**config.mk**
```make
export PLATFORM = sky130hd
export DESIGN_NAME = usb_tx_encoder
export DESIGN_NICKNAME = d
export VERILOG_FILES = /design/src/rtl/usb_pkg.sv /design/src/rtl/usb_crc16_serial.sv /design/src/rtl/usb_tx_encoder.sv
export SDC_FILE = /design/constraint.sdc
export NUM_CORES = 1
export LEC_CHECK = 0
export CORE_ASPECT_RATIO = 1.2
export CORE_UTILIZATION = 35
export DETAILED_ROUTE_END_ITERATION = 16
export PLACE_DENSITY = 0.55
export REMOVE_ABC_BUFFERS = 1
export SYNTH_ARGS = -nofsm -noshare
export SYNTH_HDL_FRONTEND = slang
export SYNTH_SLANG_ARGS = --single-unit
export TNS_END_PERCENT = 5
```
**constraint.sdc**
```tcl
create_clock -name clk -period 3.2 [get_ports clk]
set_clock_uncertainty 0.15 [all_clocks]
set_input_delay 0.32 -clock clk [delete_from_list [all_inputs] [get_ports clk]]
set_output_delay 0.32 -clock clk [all_outputs]
set_load 0.01 [all_outputs]
```
**src/rtl/usb_pkg.sv**
```systemverilog
// Shared encodings, PID/SYNC constants, CRC16 parameters and encoder state enum
// for the USB full-speed transmit path.
package usb_pkg;

    localparam logic [1:0] TX_IDLE   = 2'b00;
    localparam logic [1:0] SEND_DATA = 2'b01;
    localparam logic [1:0] SEND_ACK  = 2'b10;
    localparam logic [1:0] SEND_NACK = 2'b11;

    localparam logic [7:0] PID_ACK   = 8'hD2;
    localparam logic [7:0] PID_NACK  = 8'h5A;
    localparam logic [7:0] PID_DATA0 = 8'hC3;
    localparam logic [7:0] PID_DATA1 = 8'h4B;

    localparam logic [7:0]  SYNC_BYTE       = 8'h80;
    localparam logic [15:0] CRC16_POLY_REFL = 16'hA001;
    localparam logic [15:0] CRC16_INIT      = 16'hFFFF;
    localparam logic [6:0]  MAX_PAYLOAD     = 7'd64;

    typedef enum logic [2:0] {
        ST_IDLE,
        ST_SYNC,
        ST_PID,
        ST_DATA,
        ST_CRC,
        ST_EOP_SE0,
        ST_EOP_J,
        ST_DONE
    } tx_state_e;

    // One LSB-first step of the reflected CRC16 register.
    function automatic logic [15:0] crc16_step(input logic [15:0] crc, input logic b);
        crc16_step = (crc >> 1) ^ ((crc[0] ^ b) ? CRC16_POLY_REFL : 16'h0000);
    endfunction

endpackage

```
**src/rtl/usb_crc16_serial.sv**
```systemverilog
// Bit-serial CRC16 over payload bits; clr re-seeds, en advances one bit.
module usb_crc16_serial
    import usb_pkg::*;
(
    input  logic        clk,
    input  logic        rst,
    input  logic        clr,
    input  logic        en,
    input  logic        bit_in,
    output logic [15:0] crc
);

    always_ff @(posedge clk) begin
        if (rst || clr) begin
            crc <= CRC16_INIT;
        end else if (en) begin
            crc <= crc16_step(crc, bit_in);
        end
    end

endmodule

```
**src/rtl/usb_tx_encoder.sv**
```systemverilog
// USB full-speed packet transmitter: SYNC, PID, payload, CRC16, EOP with stuffing and NRZI.
// Optional DATA0/DATA1 alternation is enabled by defining USB_TX_DATA_TOGGLE_EN.
module usb_tx_encoder
    import usb_pkg::*;
#(
    parameter int CLKS_PER_BIT = 4
) (
    input  logic       clk,
    input  logic       rst,
    input  logic [1:0] tx_packet,
    input  logic [6:0] buffer_occupancy,
    input  logic [7:0] tx_packet_data,
    output logic       get_tx_packet_data,
    output logic       dplus_out,
    output logic       dminus_out,
    output logic       tx_status,
    output logic       tx_busy
);

    localparam int CW = $clog2(CLKS_PER_BIT);
    localparam logic [CW-1:0] CLK_LAST = CW'(CLKS_PER_BIT - 1);

    tx_state_e     state, state_n;
    logic [CW-1:0] clk_cnt;
    logic [3:0]    bit_idx;
    logic [7:0]    shifter;
    logic [6:0]    byte_cnt;
    logic [1:0]    cmd;
    logic [2:0]    ones;
    logic          stuff;
    logic          lvl;
    logic [15:0]   crc;
    logic [7:0]    data_pid;
    logic [7:0]    pid_byte;

    logic bit_end, serial, stuff_ok, cur_bit, last, stuff_due, adv;
    logic line_j, se0, crc_clr, crc_en, pop;

`ifdef USB_TX_DATA_TOGGLE_EN
    logic toggle;
    always_ff @(posedge clk) begin
        if (rst) begin
            toggle <= 1'b0;
        end else if (state == ST_DONE && cmd == SEND_DATA) begin
            toggle <= ~toggle;
        end
    end
    assign data_pid = toggle ? PID_DATA1 : PID_DATA0;
`else
    assign data_pid = PID_DATA0;
`endif

    always_comb begin
        case (cmd)
            SEND_ACK:  pid_byte = PID_ACK;
            SEND_NACK: pid_byte = PID_NACK;
            default:   pid_byte = data_pid;
        endcase
    end

    assign bit_end  = (clk_cnt == CLK_LAST);
    assign serial   = state inside {ST_SYNC, ST_PID, ST_DATA, ST_CRC};
    assign stuff_ok = state inside {ST_PID, ST_DATA, ST_CRC};
    // The CRC is sent straight from the (frozen) CRC register, complemented.
    assign cur_bit  = stuff ? 1'b0 : ((state == ST_CRC) ? ~crc[bit_idx] : shifter[0]);
    assign last     = (state == ST_CRC) ? (bit_idx == 4'd15) : (bit_idx == 4'd7);
    // A sixth 1 turns the next bit time into a stuff 0; the field does not advance.
    assign stuff_due = serial && bit_end && stuff_ok && !stuff && cur_bit && (ones == 3'd5);
    assign adv       = serial && bit_end && !stuff_due;

    always_ff @(posedge clk) begin
        if (rst) state <= ST_IDLE;
        else     state <= state_n;
    end

    always_comb begin
        state_n   = state;
        pop       = 1'b0;
        crc_clr   = 1'b0;
        crc_en    = 1'b0;
        tx_status = 1'b0;
        se0       = 1'b0;
        case (state)
            ST_IDLE: begin
                if (tx_packet != TX_IDLE) begin
                    state_n = ST_SYNC;
                    crc_clr = 1'b1;
                end
            end
            ST_SYNC: if (adv && last) state_n = ST_PID;
            ST_PID: begin
                if (adv && last) begin
                    if (cmd != SEND_DATA)  state_n = ST_EOP_SE0;
                    else if (byte_cnt != 7'd0) begin
                        state_n = ST_DATA;
                        pop     = 1'b1;
                    end else               state_n = ST_CRC;
                end
            end
            ST_DATA: begin
                crc_en = adv;
                if (adv && last) begin
                    if (byte_cnt != 7'd0) pop = 1'b1;
                    else                  state_n = ST_CRC;
                end
            end
            ST_CRC:     if (adv && last) state_n = ST_EOP_SE0;
            ST_EOP_SE0: begin
                se0 = 1'b1;
                if (bit_end && bit_idx == 4'd1) state_n = ST_EOP_J;
            end
            ST_EOP_J:   if (bit_end) state_n = ST_DONE;
            ST_DONE: begin
                tx_status = 1'b1;
                state_n   = ST_IDLE;
            end
            default:    state_n = ST_IDLE;
        endcase
    end

    assign line_j             = serial ? (cur_bit ? lvl : ~lvl) : 1'b1;
    assign dplus_out          = se0 ? 1'b0 : line_j;
    assign dminus_out         = se0 ? 1'b0 : ~line_j;
    assign get_tx_packet_data = pop;
    assign tx_busy            = (state != ST_IDLE);

    always_ff @(posedge clk) begin
        if (rst) begin
            clk_cnt  <= '0;
            bit_idx  <= 4'd0;
            shifter  <= 8'h00;
            byte_cnt <= 7'd0;
            cmd      <= TX_IDLE;
            ones     <= 3'd0;
            stuff    <= 1'b0;
            lvl      <= 1'b1;
        end else if (state == ST_IDLE) begin
            clk_cnt <= '0;
            bit_idx <= 4'd0;
            ones    <= 3'd0;
            stuff   <= 1'b0;
            lvl     <= 1'b1;
            shifter <= SYNC_BYTE;
            if (tx_packet != TX_IDLE) begin
                cmd      <= tx_packet;
                byte_cnt <= (buffer_occupancy > MAX_PAYLOAD) ? MAX_PAYLOAD : buffer_occupancy;
            end
        end else begin
            clk_cnt <= bit_end ? '0 : clk_cnt + 1'b1;
            if (serial && bit_end) begin
                lvl <= line_j;
                if (stuff_due) begin
                    stuff <= 1'b1;
                    ones  <= 3'd0;
                end else begin
                    stuff   <= 1'b0;
                    ones    <= cur_bit ? ones + 3'd1 : 3'd0;
                    bit_idx <= last ? 4'd0 : bit_idx + 4'd1;
                    if (pop) begin
                        shifter  <= tx_packet_data;
                        byte_cnt <= byte_cnt - 7'd1;
                    end else if (state == ST_SYNC && last) begin
                        shifter <= pid_byte;
                    end else begin
                        shifter <= shifter >> 1;
                    end
                end
            end else if (state == ST_EOP_SE0 && bit_end) begin
                bit_idx <= bit_idx + 4'd1;
            end
        end
    end

    usb_crc16_serial u_crc (
        .clk    (clk),
        .rst    (rst),
        .clr    (crc_clr),
        .en     (crc_en),
        .bit_in (shifter[0]),
        .crc    (crc)
    );

endmodule

```
==> results.ini <==
[outcome]
status=finished, final reports clean

[sta]
setup_viol=0
hold_slack_ps=302
slew_headroom_pct=61.3
slew_viol_final=0
period_share_pct=95.6
tightest_slew_ps=579
hold_viol=0
rsz0062_at_grt=false
finalCriticalPeriod_ps=3060
setup-tns-final_ps=0
fmax_ghz=0.327

[worst_hold_path]
hold_path_depth=1
min_path_type=reg -> reg
min-delay-start=clk_cnt[0]$_SDFF_PP0_

[cts]
cts_hold_buf=0
clock_latency_ps=310
clk_path_buf_depth=2
cts.sinks=47
cts_root_buffer=clkbuf_8
h-tree-depth=2
numCtsBuffers=5
clk_pin_slew_ps=100
cts_tree=built

[setup_path]
start_kind=flop
ff2ff_path_depth=9
crit_fanout=4
critPathKind=reg -> out
arrival_ps=2590
crit_start=byte_cnt[0]$_SDFFE_PP0P_
crit_path_max_incr_delay_ps=570
cp_slowest_cell=clkdlybuf4s50_1
end_kind=output port
r2r-start=byte_cnt[0]$_SDFFE_PP0P_
required_ps=2730
path_cells=inv_1 -> ha_1 -> or4b_2 -> o221ai_1 -> or3b_1 -> nor3_4 -> clkdlybuf4s50_1

[die]
coreArea_sq_um=7660
num_rows=35
initial_core_util_pct=36.0
die_area_sq_um=8250
num_io_pins=24
die_x_microns=83.1
die_h_microns=99.3

[synth]
yosys_warnings=0
ys_seq_area_share_pct=34.1
postSynthCellCount=326
synth_commonest_cells=dfxtp_1, nand2_1, a21oi_1, mux2i_1, nor2_1
synth_edf_count=0
synth.most_common_cell=dfxtp_1
synth_top_cell_area_share_pct=34.1
yosys-top-cells-area=dfxtp_1, mux2i_1, nand2_1
synth_cell_type_count=60
synth_ff_type=dfxtp_1
async_flop_share_pct=0
yosysTopAreaCell=dfxtp_1
netlist_area_sq_um=2760
syn_avg_cell_area_sq_um=8.47
synth_seq_cells=47

[final_layout]
n_fill_cell=752
seqCellArea_sq_um=947
n_antenna_cell=0
design_area_sq_um=3300
final_util_pct=43.0
layout-drive-gt1-share_pct=15.7
area_growth_syn_to_layout_pct=19.4
multiInputGateArea_sq_um=1690
final_nets=381

[global_route]
grt_overflow=0
globalRouteTotalUtil_pct=17.8
first_global_vias=2432
grt_pass1_wl_microns=12000
antenna_found_initial=0
grt_max_degree=20

[flow_run]
maxCapViolations=0

[drt]
via_count=2464
viasPerCell=5.50
drtIter0Drc=121
postRouteAntennaNets=0
drc=0
drt_wl_total_microns=7120
wire_per_inst_microns=15.9
dr.pass1.iters=5

[placement]
place.gp.congestion=0.913
dpl.hpwl_microns=5170
io_buffers=23
postPlaceCellArea_sq_um=3110

[power_and_ir_drop]
vdd_drop_max_mv=0.313
internal_power_mw=1.33
combPwrFrac_pct=41.3
seq_power_share_pct=34.1
switching_share_pct=37.4
leakagePower_nw=1.18
clockPowerShare_pct=24.6
power_switching_uw=797
power.density_nw_per_um2=646

cells in the final DEF (no fill, tap or decap), types with 3 or more instances in the layout:
cell	Yosys	layout
xnor2_1	7	7
ha_1	7	7
o21ai_0	10	10
clkbuf_8	1	5
dfxtp_2	0	5
dfxtp_1	47	42
o311ai_0	4	4
nor3_1	9	7
o31ai_1	4	4
nor2_1	17	17
or4_1	3	3
a21oi_1	24	24
a211oi_1	9	9
clkdlybuf4s50_1	0	23
and3_1	14	14
buf_4	1	18
nand3_1	10	10
or2_2	3	3
o211ai_1	7	7
mux2i_1	22	22
nand3b_1	3	3
a31oi_1	6	6
nand2_1	44	44
nor2b_1	3	3
inv_1	11	11
worst max-delay path: cells and delay by family (launching register included):
| kind | cells | cell delay (ps) |
|---|---|---|
| AO/OA/AOI/OAI | 1 | 140 |
| adder cells (fa/ha/maj) | 1 | 210 |
| buffers and inverters | 2 | 660 |
| flip-flops | 1 | 360 |
| AND/OR/NAND/NOR | 3 | 900 |
cell type report:
cell class | count | area share (%)
timing repair buffer | 41 | 11.1
inverter | 12 | 1.37
clock buffer | 6 | 2.20
clock inverter | 2 | 1.82
sequential | 47 | 28.7
tap | 92 | 3.49
multi-input combinational | 248 | 51.3
logic make-up after synthesis:
family                   synth area share (%)
multiplexers                             9.61
buffers and inverters                    5.66
XOR/XNOR                                 2.22
AO/OA/AOI/OAI                            22.5
adder cells (fa/ha/maj)                  3.17
AND/OR/NAND/NOR                          22.7
flip-flops                               34.1
layer usage:
| metal | share of wire, % | track usage [%] |
|---|---|---|
| met5 | 0 | 0 |
| met4 | 1.8 | 5.97 |
| met3 | 3.9 | 3.40 |
| met2 | 48 | 30.4 |
| met1 | 46 | 22.4 |
power by group through the flow:
stage | clock (mW) | combinational [mW] | sequential (mW)
after global placement | 0 | 0.866 | 0.732
final | 0.524 | 0.879 | 0.727
after floorplan | 0 | 0.563 | 0.725
after CTS | 0.535 | 0.868 | 0.724
after global routing | 0.560 | 0.983 | 0.739
after detailed placement | 0 | 0.861 | 0.733
final timing paths:
| kind | end | slack (ps) |
|---|---|---|
| setup / recovery | get_tx_packet_data | 140 |
| hold / removal | clk_cnt[0]$_SDFF_PP0_ | 300 |
| setup reg to reg | byte_cnt[4]$_SDFFE_PP0P_ | 500 |
| hold reg to reg | clk_cnt[0]$_SDFF_PP0_ | 300 |
flip-flops by register name (all words and copies together), names as in the netlist, 2 cells and up:
register / cells
bit_idx: 4
cmd: 2
state: 3
ones: 3
byte_cnt: 7
u_crc.crc: 16
shifter: 8
clk_cnt: 2
stage by stage:
| step | total power, mW | setup WS [ps] | instances |
|---|---|---|---|
| after CTS | 2.13 | 43.7 | 445 |
| after floorplan | 1.29 | -323 | 307 |
| final | 2.13 | 142 | 448 |
| after global placement | 1.60 | 277 | 437 |
| after detailed placement | 1.59 | 233 | 437 |
| after global routing | 2.28 | 4.55 | 448 |
what timing repair did:
action / in CTS / in global routing
gates resized for setup: 2 / 7
cloned: 0 / 0
setup buffers: 0 / 3
endpoints found under the hold margin: 0 / 0
setup endpoints to repair: 2 / 3
pin swaps: 0 / 1
No activity file was read; power rests on OpenSTA's default activity.
